==> src/rtl/uart_tx_fifo.sv <==
`default_nettype none
// ============================================================================
// Module   : uart_tx_fifo
// Brief    : UART transmit FIFO with holding-register mode, status flags,
//            sticky overflow and level-triggered TX interrupt.
// Revision : 1.0 - initial release
// ============================================================================
module uart_tx_fifo #(
    parameter int DEPTH = 16,
    parameter int AW    = 4
) (
    input  logic          CLK,
    input  logic          RST,
    input  logic          fifo_en,
    input  logic          flush,
    input  logic          wr_en,
    input  logic [7:0]    wr_data,
    input  logic [2:0]    tx_ifls,
    input  logic          tx_busy,
    output logic [7:0]    fifo_data,
    output logic          fifo_data_valid,
    input  logic          fifo_data_taken,
    output logic          tx_full,
    output logic          tx_empty,
    output logic          uart_busy,
    output logic [AW:0]   tx_level,
    output logic          tx_int,
    output logic          overflow
);

    localparam logic [AW:0] C_DEPTH = (AW+1)'(DEPTH);
    localparam logic [AW:0] C_ONE   = (AW+1)'(1);
    localparam logic [AW:0] C_THR0  = (AW+1)'(DEPTH / 8);
    localparam logic [AW:0] C_THR1  = (AW+1)'(DEPTH / 4);
    localparam logic [AW:0] C_THR2  = (AW+1)'(DEPTH / 2);
    localparam logic [AW:0] C_THR3  = (AW+1)'((DEPTH * 3) / 4);
    localparam logic [AW:0] C_THR4  = (AW+1)'((DEPTH * 7) / 8);

    logic [7:0]    mem_q [DEPTH];
    logic [AW-1:0] rd_ptr_q, rd_ptr_d;
    logic [AW-1:0] wr_ptr_q, wr_ptr_d;
    logic [AW:0]   count_q, count_d;
    logic          ovf_q, ovf_d;

    logic [AW:0]   w_cap;
    logic [AW:0]   w_thr;
    logic          w_full;
    logic          w_empty;
    logic          w_push;
    logic          w_pop;

    assign w_cap   = fifo_en ? C_DEPTH : C_ONE;
    assign w_full  = (count_q >= w_cap);
    assign w_empty = (count_q == '0);

    // Acceptance uses the count at the start of the cycle, so a same-cycle pop
    // never makes room for a write into a full FIFO.
    assign w_push  = wr_en && !w_full && !flush;
    assign w_pop   = fifo_data_taken && !w_empty && !flush;

    always_comb begin
        case (tx_ifls)
            3'd0:    w_thr = C_THR0;
            3'd1:    w_thr = C_THR1;
            3'd2:    w_thr = C_THR2;
            3'd3:    w_thr = C_THR3;
            3'd4:    w_thr = C_THR4;
            default: w_thr = C_THR2;
        endcase
    end

    always_comb begin
        rd_ptr_d = rd_ptr_q;
        wr_ptr_d = wr_ptr_q;
        count_d  = count_q;
        ovf_d    = ovf_q;
        if (flush) begin
            rd_ptr_d = '0;
            wr_ptr_d = '0;
            count_d  = '0;
            ovf_d    = 1'b0;
        end else begin
            if (w_push) wr_ptr_d = wr_ptr_q + 1'b1;
            if (w_pop)  rd_ptr_d = rd_ptr_q + 1'b1;
            case ({w_push, w_pop})
                2'b10:   count_d = count_q + 1'b1;
                2'b01:   count_d = count_q - 1'b1;
                default: count_d = count_q;
            endcase
            if (wr_en && w_full) ovf_d = 1'b1;
        end
    end

    always_ff @(posedge CLK) begin
        if (RST) begin
            rd_ptr_q <= '0;
            wr_ptr_q <= '0;
            count_q  <= '0;
            ovf_q    <= 1'b0;
        end else begin
            rd_ptr_q <= rd_ptr_d;
            wr_ptr_q <= wr_ptr_d;
            count_q  <= count_d;
            ovf_q    <= ovf_d;
        end
    end

    // Storage is deliberately not reset; valid gating hides stale contents.
    always_ff @(posedge CLK) begin
        if (w_push && !RST) begin
            mem_q[wr_ptr_q] <= wr_data;
        end
    end

    assign fifo_data       = mem_q[rd_ptr_q];
    assign fifo_data_valid = !w_empty;
    assign tx_full         = w_full;
    assign tx_empty        = w_empty;
    assign uart_busy       = tx_busy || !w_empty;
    assign tx_level        = count_q;
    assign tx_int          = fifo_en ? (count_q <= w_thr) : w_empty;
    assign overflow        = ovf_q;

endmodule
`default_nettype wire

==> config.mk <==
export PLATFORM = sky130hd
export DESIGN_NAME = uart_tx_fifo
export DESIGN_NICKNAME = d
export VERILOG_FILES = /design/src/rtl/uart_tx_fifo.sv
export SDC_FILE = /design/constraint.sdc
export NUM_CORES = 1
export LEC_CHECK = 0
export ABC_AREA = 1
export CORE_MARGIN = 2
export CORE_UTILIZATION = 54
export CTS_CLUSTER_SIZE = 12
export DETAILED_ROUTE_END_ITERATION = 7
export PLACE_DENSITY = 0.83
export SYNTH_ARGS = -nofsm -noshare
export SYNTH_HDL_FRONTEND = slang
export SYNTH_SLANG_ARGS = --single-unit
==> constraint.sdc <==
create_clock -name CLK -period 2.5 [get_ports CLK]
set_input_delay 0.5 -clock CLK [delete_from_list [all_inputs] [get_ports CLK]]
set_output_delay 0.5 -clock CLK [all_outputs]
set_load 0.02 [all_outputs]
After elaboration in Yosys (flattened, before gate mapping)

Memory sizes are Yosys's and may differ from the RTL's. A register that Yosys moved wholly into a read port is not among the register bits.
Cells that the tools add are included.

Multiplexer cells: 8
Equality and inequality tests: 5
$add $sub $neg: 4
Reduce and logical (&&, ||, !) cells: 15
$lt $le $gt $ge: 2

Operators by type and width:

| operator                                                           | count |
|---|---|
| 4-bit one-hot mux with 4 select lines                              | 1 |
| 5-bit one-hot mux with 2 select lines                              | 1 |
| 4-bit by 1-bit adder with 4-bit output, second input constant      | 2 |
| 4-bit 2-to-1 mux                                                   | 2 |
| 1-bit logical AND                                                  | 6 |
| 5-bit by 1-bit adder with 5-bit output, second input constant      | 1 |
| 5-bit >= comparator                                                | 1 |
| 5-bit <= comparator                                                | 1 |
| 5-bit logical NOT                                                  | 1 |
| 5-bit 2-to-1 mux                                                   | 1 |
| 5-bit by 1-bit subtractor with 5-bit output, second input constant | 1 |
| 1-bit logical NOT                                                  | 4 |
| 3-bit by 1-bit == test with 1-bit output, second input constant    | 1 |
| 3-bit by 2-bit == test with 1-bit output, second input constant    | 1 |
| 3-bit == test, second input constant                               | 1 |
| 3-bit logical NOT                                                  | 1 |
| 1-bit 2-to-1 mux                                                   | 3 |
| 2-bit by 1-bit == test with 1-bit output, second input constant    | 1 |
| 2-bit == test, second input constant                               | 1 |
| 2-bit nonzero test                                                 | 1 |
| 2-bit OR reduction                                                 | 1 |
| 1-bit logical OR                                                   | 1 |

Word-level logic and storage cells: 39
Output and inout port bits: 19
Memories: 1
Register bits after elaboration: 14
Bits of input ports: 18
Memory bits (writable): 128

Memories:

| name  | words | width | rd ports | clocked after Yosys merged registers in | wr ports | line | text |
|---|---|---|---|---|---|---|---|
| mem_q | 16    | 8     | 1        | 1                                       | 1        | 39   | `logic [7:0] mem_q [DEPTH];` |

Depth between registers and ports, before layout

Gate-level depths: netlist (run 1).

Depth after elaboration: 8
Gate-level depth with buffers: 18
Gate-level depth less buffers: 18

Worst setup path before layout (run 1)

No wires, ideal clock.

Kind: reg-to-reg
Start: register count_q[0] (netlist: tx_level[0])
End: register count_q[4] (netlist: tx_level[4])
Path slack: -0.101 ns
Clock period less this slack: 2.601 ns
Stages on the path, launching flop included: 17
Library setup time: 0.124 ns
Required time: 2.376 ns
Buffers on the path: 0
Data arrival time: 2.477 ns
Cell sequence: dfxtp_1 > inv_1 > ha_1 > nand2_1 > inv_1 > nand3_1 > nand4_4 > nor2_1 > inv_1 > ha_1 > ha_1 > a21oi_1 > inv_1 > o21bai_1 > nand2_1 > nand2_1 > a21oi_1

Longest elaborated chain between the ends: 6
Elaborated cells between the ends (all ways): 14
Those cells by class: 2 x add/sub; 1 x order compare; 2 x eq/ne; 1 x mux; 8 x reduce/logical

Ends and longest elaborated chain:

| item                                                                        | line   | text |
|---|---|---|
| start: declaration                                                          | 42     | `logic [AW:0] count_q, count_d;` |
| start signal: assignment                                                    | 103    | `count_q <= count_d;` |
| 5-bit >= comparator or 5-bit logical NOT (tied branches)                    | 53, 54 |  |
| 1-bit logical NOT (on tied branches)                                        | 58, 59 |  |
| 1-bit logical AND (on tied branches) (2 in a row)                           | 58, 59 |  |
| 2-bit by 1-bit == test with 1-bit output or 2-bit == test (tied branches)   | 85     | `case ({w_push, w_pop})` |
| 5-bit one-hot mux with 2 select lines or 2-bit nonzero test (tied branches) | n/a    |  |

Parallel ways exist; a longest one is shown, timed or not.
A chain may end at the register's enable or synchronous reset.

==> impl_metrics.toml, run 1 <==
[power]
p_total_w = 0.00557
vdd_drop_max_uv = 389
powerDensity_nw_per_um2 = 695
p_leak_nw = 2.97

[sta]
final_hold_viol_count = 0
setup-tns-final_ns = 0
whs_ns = 0.488
finalSetupViolCount = 0
clock_skew_ns = 0.00617
slew_viol_final = 0
max_slew_margin_pct = 48.8
min_period_ns = 2.45
finalCritPeriodShare_pct = 98.1
max_freq_ghz = 0.408
worst_pin_slew_ns = 0.765

[floorplanning]
die_w_um = 114
ios = 37
die_area_um2 = 13000
core_area_um2 = 11900
rows = 40
initial_core_util_pct = 55.1
die_y_um = 114

[run]
maxCapViolCount = 0

[layout]
final_area_um2 = 8020
finalNetCount = 690
num_antenna_cells = 0
synthToLayoutAreaGrowth_pct = 22.2
layout-drive-gt1-share_pct = 18.1

[cts]
cts.htree.levels = 4
cts_buffers = 17
cts_root_buf = "clkbuf_16"
cts.reportedPaths.clkPinSlew_ns = 0.06
clock_latency_ns = 0.41
cts_tree = "yes"
cts_buffer_depth = 2
cts_hold_buf = 0
clock_sinks = 146

[setup_path]
reg2reg_slack_ns = 0.22
cp-end-kind = "primary output"
path_class = "reg -> out"
cp_top_family = "buffers and inverters"
slowest_stage = "dfxtp_4"
path_cells = "clkbuf_4 > a21oi_1 > o21ai_0 > nand3_1 > nand3_1 > nand2_1 > clkdlybuf4s15_1"
critPathMaxStageDelay_ns = 0.40
worst_ep_required_time_ns = 2.00
cp-start-kind = "flop"
cp_common_cell = "nand3_1"
path_buf_inv = 2
critical_path_arrival_ns = 1.95
crit_fanout = 7

[drt]
firstDrtPassIters = 5
postRouteAntennaNets = 0
vias = 4622
routed_wl_um = 14800
via_per_inst = 5.66
drc = 0
drt_iter0_drc = 603
wire_per_inst_um = 18.1

[logic_synthesis]
async_flop_share_pct = 0
synth_top_cells_by_area = "edfxtp_1 (59%), dfxtp_1 (5.5%), inv_1 (5.5%)"
ys_seq_elements = 146
syn_nets = 617
ys_seq_area_share_pct = 64.1
yosys_most_used_dff = "edfxtp_1"
avgSynthCellArea_um2 = 11.2
synth_top_cell_by_area = "edfxtp_1"
netlist_instances = 584
syn-cell-area_um2 = 6560
synth_top_area_share_pct = 58.6
synth-edff-count = 128
ys_types = 31
yosysWarningCount = 0

[place]
dp_hpwl_um = 9280
placed_area_um2 = 7320
place.gp.congestion = 0.803
port_buffers = 36

[min_path]
hp-class = "reg -> reg"

[grt]
first_global_vias = 4578
grt_pass1_wl_um = 22500
grt_usage_pct = 22.9
grt_max_degree = 65
grt_overflow = 0
antenna_found_initial = 0

[outcome]
outcome = "finished clean"
-- cell type report --
| class | count | area [um2] |
|---|---|---|
| clock buffers | 18 | 429 |
| fillers | 809 | 3900 |
| repair buffers | 80 | 744 |
| multi-input cells | 314 | 1910 |
| flip-flops and latches | 146 | 4210 |
| well taps | 147 | 184 |
| clock inverters | 13 | 168 |
| inverters | 98 | 373 |
-- cell families after synthesis --
| family | count (synthesis) | synth area share, % |
|---|---|---|
| fa+ha+maj | 15 | 2.98 |
| simple gates | 173 | 12.9 |
| flops | 146 | 64.1 |
| buf+inv | 124 | 8.05 |
| xor+xnor | 4 | 0.534 |
| compound gates | 122 | 11.4 |
-- flip-flops by register name, indices dropped and copies added, names as in the netlist, named ones only --
signal	cells
mem_q	128
tx_level	5
rd_ptr_q	4
wr_ptr_q	4
overflow	1
-- cell usage after synthesis (2+ instances only) --
cell type and number:
nand3_1 55, ha_1 14, o211ai_1 22, dfxtp_1 18, edfxtp_1 128, xnor2_1 2, nand2_1 64, a21oi_1 46
nor2_4 2, inv_1 96, nand2_2 3, o211ai_2 10, o21ai_0 40, buf_2 16, nor2_1 36, nand4_1 2
xor2_1 2, o21ai_1 2, nand3_4 3, clkbuf_1 5, nor3_2 4, buf_6 5
-- timing repair --
action,CTS,global route
gates cloned,0,1
endpoints found under the setup margin,14,13
buffers inserted,1,1
pin swaps,2,2
hold endpoints to repair,0,0
resized for setup,34,14
-- worst min-delay path: cells and delay by family (launching register included) --
kind	cells	cell delay, ns
DFF	1	0.33
and+or+nand+nor	1	0.07
AOI/OAI and AO/OA	1	0.04
-- path summary, 6_finish.rpt --
check                                 start           end  cells after the start
worst max register to register  tx_level[0]   tx_level[4]                     16
worst min-delay path               overflow      overflow                      2
worst max-delay path                   flop  fifo_data[3]                      7
worst min register to register     overflow      overflow                      2
-- per-stage QoR --
step	setup slack [ns]	utilization, %	instances
floorplan	0.0185	-	584
global placement	-0.472	61.4	782
detailed placement	-0.626	61.4	782
CTS	0.00159	66.9	814
global route	-0.0232	67.3	816
finish	0.0486	67.3	816
-- report_power, final --
group          internal (W)  switching (W)  leakage (nW)
registers           0.00266      0.0000115          1.30
logic              0.000146       0.000218          1.38
clock network       0.00164       0.000888         0.290
-- layout by cell type (no fill, tap or decap), types with 5 or more instances in the layout --
cell	netlist	final
edfxtp_1	128	128
inv_1	96	95
nand2_1	64	64
nand3_1	55	53
a21oi_1	46	45
o21ai_0	40	38
buf_4	0	38
nor2_1	36	32
o211ai_1	22	22
clkdlybuf4s50_1	0	21
clkbuf_16	0	18
dfxtp_1	18	15
o211ai_2	10	10
ha_1	14	10
clkinv_2	0	5
clkdlybuf4s15_1	0	5
-- layer usage --
metal | share of wire (%) | global-route usage (%) | wire length, um
met1 | 38 | 27.9 | 5670
met5 | 0 | 0 | 0
met2 | 51 | 39.4 | 7530
met4 | 2.6 | 10.2 | 378
met3 | 8.0 | 4.82 | 1190
(Power assumes the default switching activity.)
==> run 2, diff against run 1 <==
--- a/config.mk
+++ b/config.mk
@@ -6,11 +6,13 @@
 export NUM_CORES = 1
 export LEC_CHECK = 0
 export ABC_AREA = 1
+export ABC_CLOCK_PERIOD_IN_PS = 2500
 export CORE_MARGIN = 2
 export CORE_UTILIZATION = 54
 export CTS_CLUSTER_SIZE = 12
 export DETAILED_ROUTE_END_ITERATION = 7
-export PLACE_DENSITY = 0.83
+export PLACE_DENSITY_LB_ADDON = 0.05
 export SYNTH_ARGS = -nofsm -noshare
 export SYNTH_HDL_FRONTEND = slang
 export SYNTH_SLANG_ARGS = --single-unit
+export TNS_END_PERCENT = 10
==> run 2 against run 1 <==
Clock skew about the same. Via count down 3.2%. Sequential power barely moved. Clock power up 2%. First-iteration DRC count is 39% lower. Worst hold slack worse by 0.015 ns. Power up 0.60%. Die area stayed put. Worst setup slack better by 0.072 ns. Final area grew 0.84%.
==> impl_metrics.toml, run 2 (synthesis results as in run 1) <==
[layout]
largest_register_ffs = 128
multi_input_area_um2 = 1920
fin_cells = 823
top_register = "mem_q"
layout_common_cells = "edfxtp_1 (128), inv_1 (94), nand2_1 (63), nand3_1 (52), a21oi_1 (45)"
layout-drive-gt1-share_pct = 20.6
synthToLayoutAreaGrowth_pct = 23.3
finalNetCount = 696
final_common_cell = "edfxtp_1"
fillCellCount = 918
num_antenna_cells = 0
utilization_pct = 67.9
layout.area.seq_um2 = 4210

[floorplanning]
rows = 40
core_area_um2 = 11900
die_w_um = 114
ios = 37
die_area_um2 = 13000
initial_core_util_pct = 55.1
die_y_um = 114

[cts]
cts.reportedPaths.clkPinSlew_ns = 0.06
cts.htree.levels = 4
cts_root_buf = "clkbuf_16"
clock_latency_ns = 0.42
cts_hold_buf = 0
cts_buffer_depth = 2
cts_buffers = 17
clock_sinks = 146
cts_tree = "yes"

[drt]
vias = 4474
wire_per_inst_um = 17.3
firstDrtPassIters = 5
postRouteAntennaNets = 0
drc = 0
via_per_inst = 5.44
routed_wl_um = 14300
drt_iter0_drc = 367

[sta]
slew_viol_final = 0
worst_pin_slew_ns = 0.711
rsz0062_at_grt = "yes"
max_slew_margin_pct = 52.5
final_hold_viol_count = 0
finalCritPeriodShare_pct = 95.2
min_period_ns = 2.38
finalSetupViolCount = 0
clock_skew_ns = 0.00621
max_freq_ghz = 0.420
whs_ns = 0.474

[setup_path]
cp-start-kind = "flop"
crit_fanout = 28
path_class = "reg -> out"
path_cells = "buf_12 > nand2_1 > o211ai_1 > nand3_1 > nand3_1 > nand2_1 > dlygate4sd2_1"
worst_ep_required_time_ns = 2.00
critPathMaxStageDelay_ns = 0.45
critical_path_arrival_ns = 1.88
cp-end-kind = "primary output"
slowest_stage = "dfxtp_4"
timing.rr.start = "tx_level[0]"

[run]
maxCapViolCount = 0

[grt]
antenna_found_initial = 0
grt_usage_pct = 23.4
grt_max_degree = 46
first_global_vias = 4305
grt_overflow = 0
grt_pass1_wl_um = 22600

[power]
powerDensity_nw_per_um2 = 693
vdd_drop_max_uv = 349
p_leak_nw = 3.03

[outcome]
outcome = "finished clean"

[place]
port_buffers = 36
dp_hpwl_um = 9350
dp_cells = 789
place.gp.congestion = 0.857

[min_path]
min_from = "overflow"
hp-class = "reg -> reg"
-- run 2: cell types whose count changed in the layout (fill, tap and decap cells not counted), moves of 2 or more --
cell             delta
buf_12              +2
buf_4               +6
o21ai_0             -3
clkdlybuf4s15_1     -5
dlygate4sd2_1       -2
clkbuf_8            +3
o21ai_2             +4
clkinv_1            -2
clkbuf_2            +5
nor2_1              +2
nor2_2              -2
dlymetal6s2s_1      +3
-- run 2: routing by layer --
metal,vias up,wire length [um],GRT usage (%)
met4,0,366,11.0
met2,142,6800,37.0
met5,-,0,0
met3,26,741,4.45
met1,2133,6360,31.7
li1,2173,-,-
-- run 2: timing repair --
item                       4_1_cts  5_1_grt
setup endpoints to repair       14       14
resized for setup               29       34
pin swaps                        0        8
setup buffers                    2        0
-- run 2: final timing paths --
check	to	slack [ns]	depth (start not counted)
worst min-delay path	overflow	0.47	2
worst min register to register	overflow	0.47	2
worst max register to register	tx_level[4]	0.25	17
worst max-delay path	fifo_data[5]	0.12	7
-- run 2: layout make-up --
| cell class | count | share of cell area [%] |
|---|---|---|
| Clock inverter | 10 | 1.64 |
| Sequential cell | 146 | 52.1 |
| Clock buffer | 22 | 5.87 |
| Multi-Input combinational cell | 314 | 23.8 |
| Tap cell | 147 | 2.28 |
| Inverter | 98 | 4.61 |
| Timing Repair Buffer | 86 | 9.67 |
-- run 2: report_power, final --
part / switching, W / internal, W / total [W]
registers: 0.0000107 / 0.00266 / 0.00267
logic: 0.000219 / 0.000148 / 0.000367
clock network: 0.000927 / 0.00164 / 0.00257
-- run 2: worst max-delay path, delay by kind of cell (launching register included) --
| family | cells | cell delay, ns |
|---|---|---|
| AO/OA/AOI/OAI | 1 | 0.08 |
| buffers and inverters | 2 | 0.50 |
| AND/OR/NAND/NOR | 4 | 0.42 |
| flip-flops | 1 | 0.45 |
-- run 2: metrics by stage --
stage          area (um2)  total power, W  setup slack [ns]  TNS [ns]
2_1_floorplan        6570         0.00290            0.0185         0
3_5_place_dp         7400         0.00308            -0.655    -25.04
5_1_grt              8080         0.00577          -0.00281  -0.00281
3_3_place_gp         7400         0.00307            -0.562    -13.55
4_1_cts              8040         0.00563            -0.134    -0.134
6_report             8080         0.00560             0.120         0
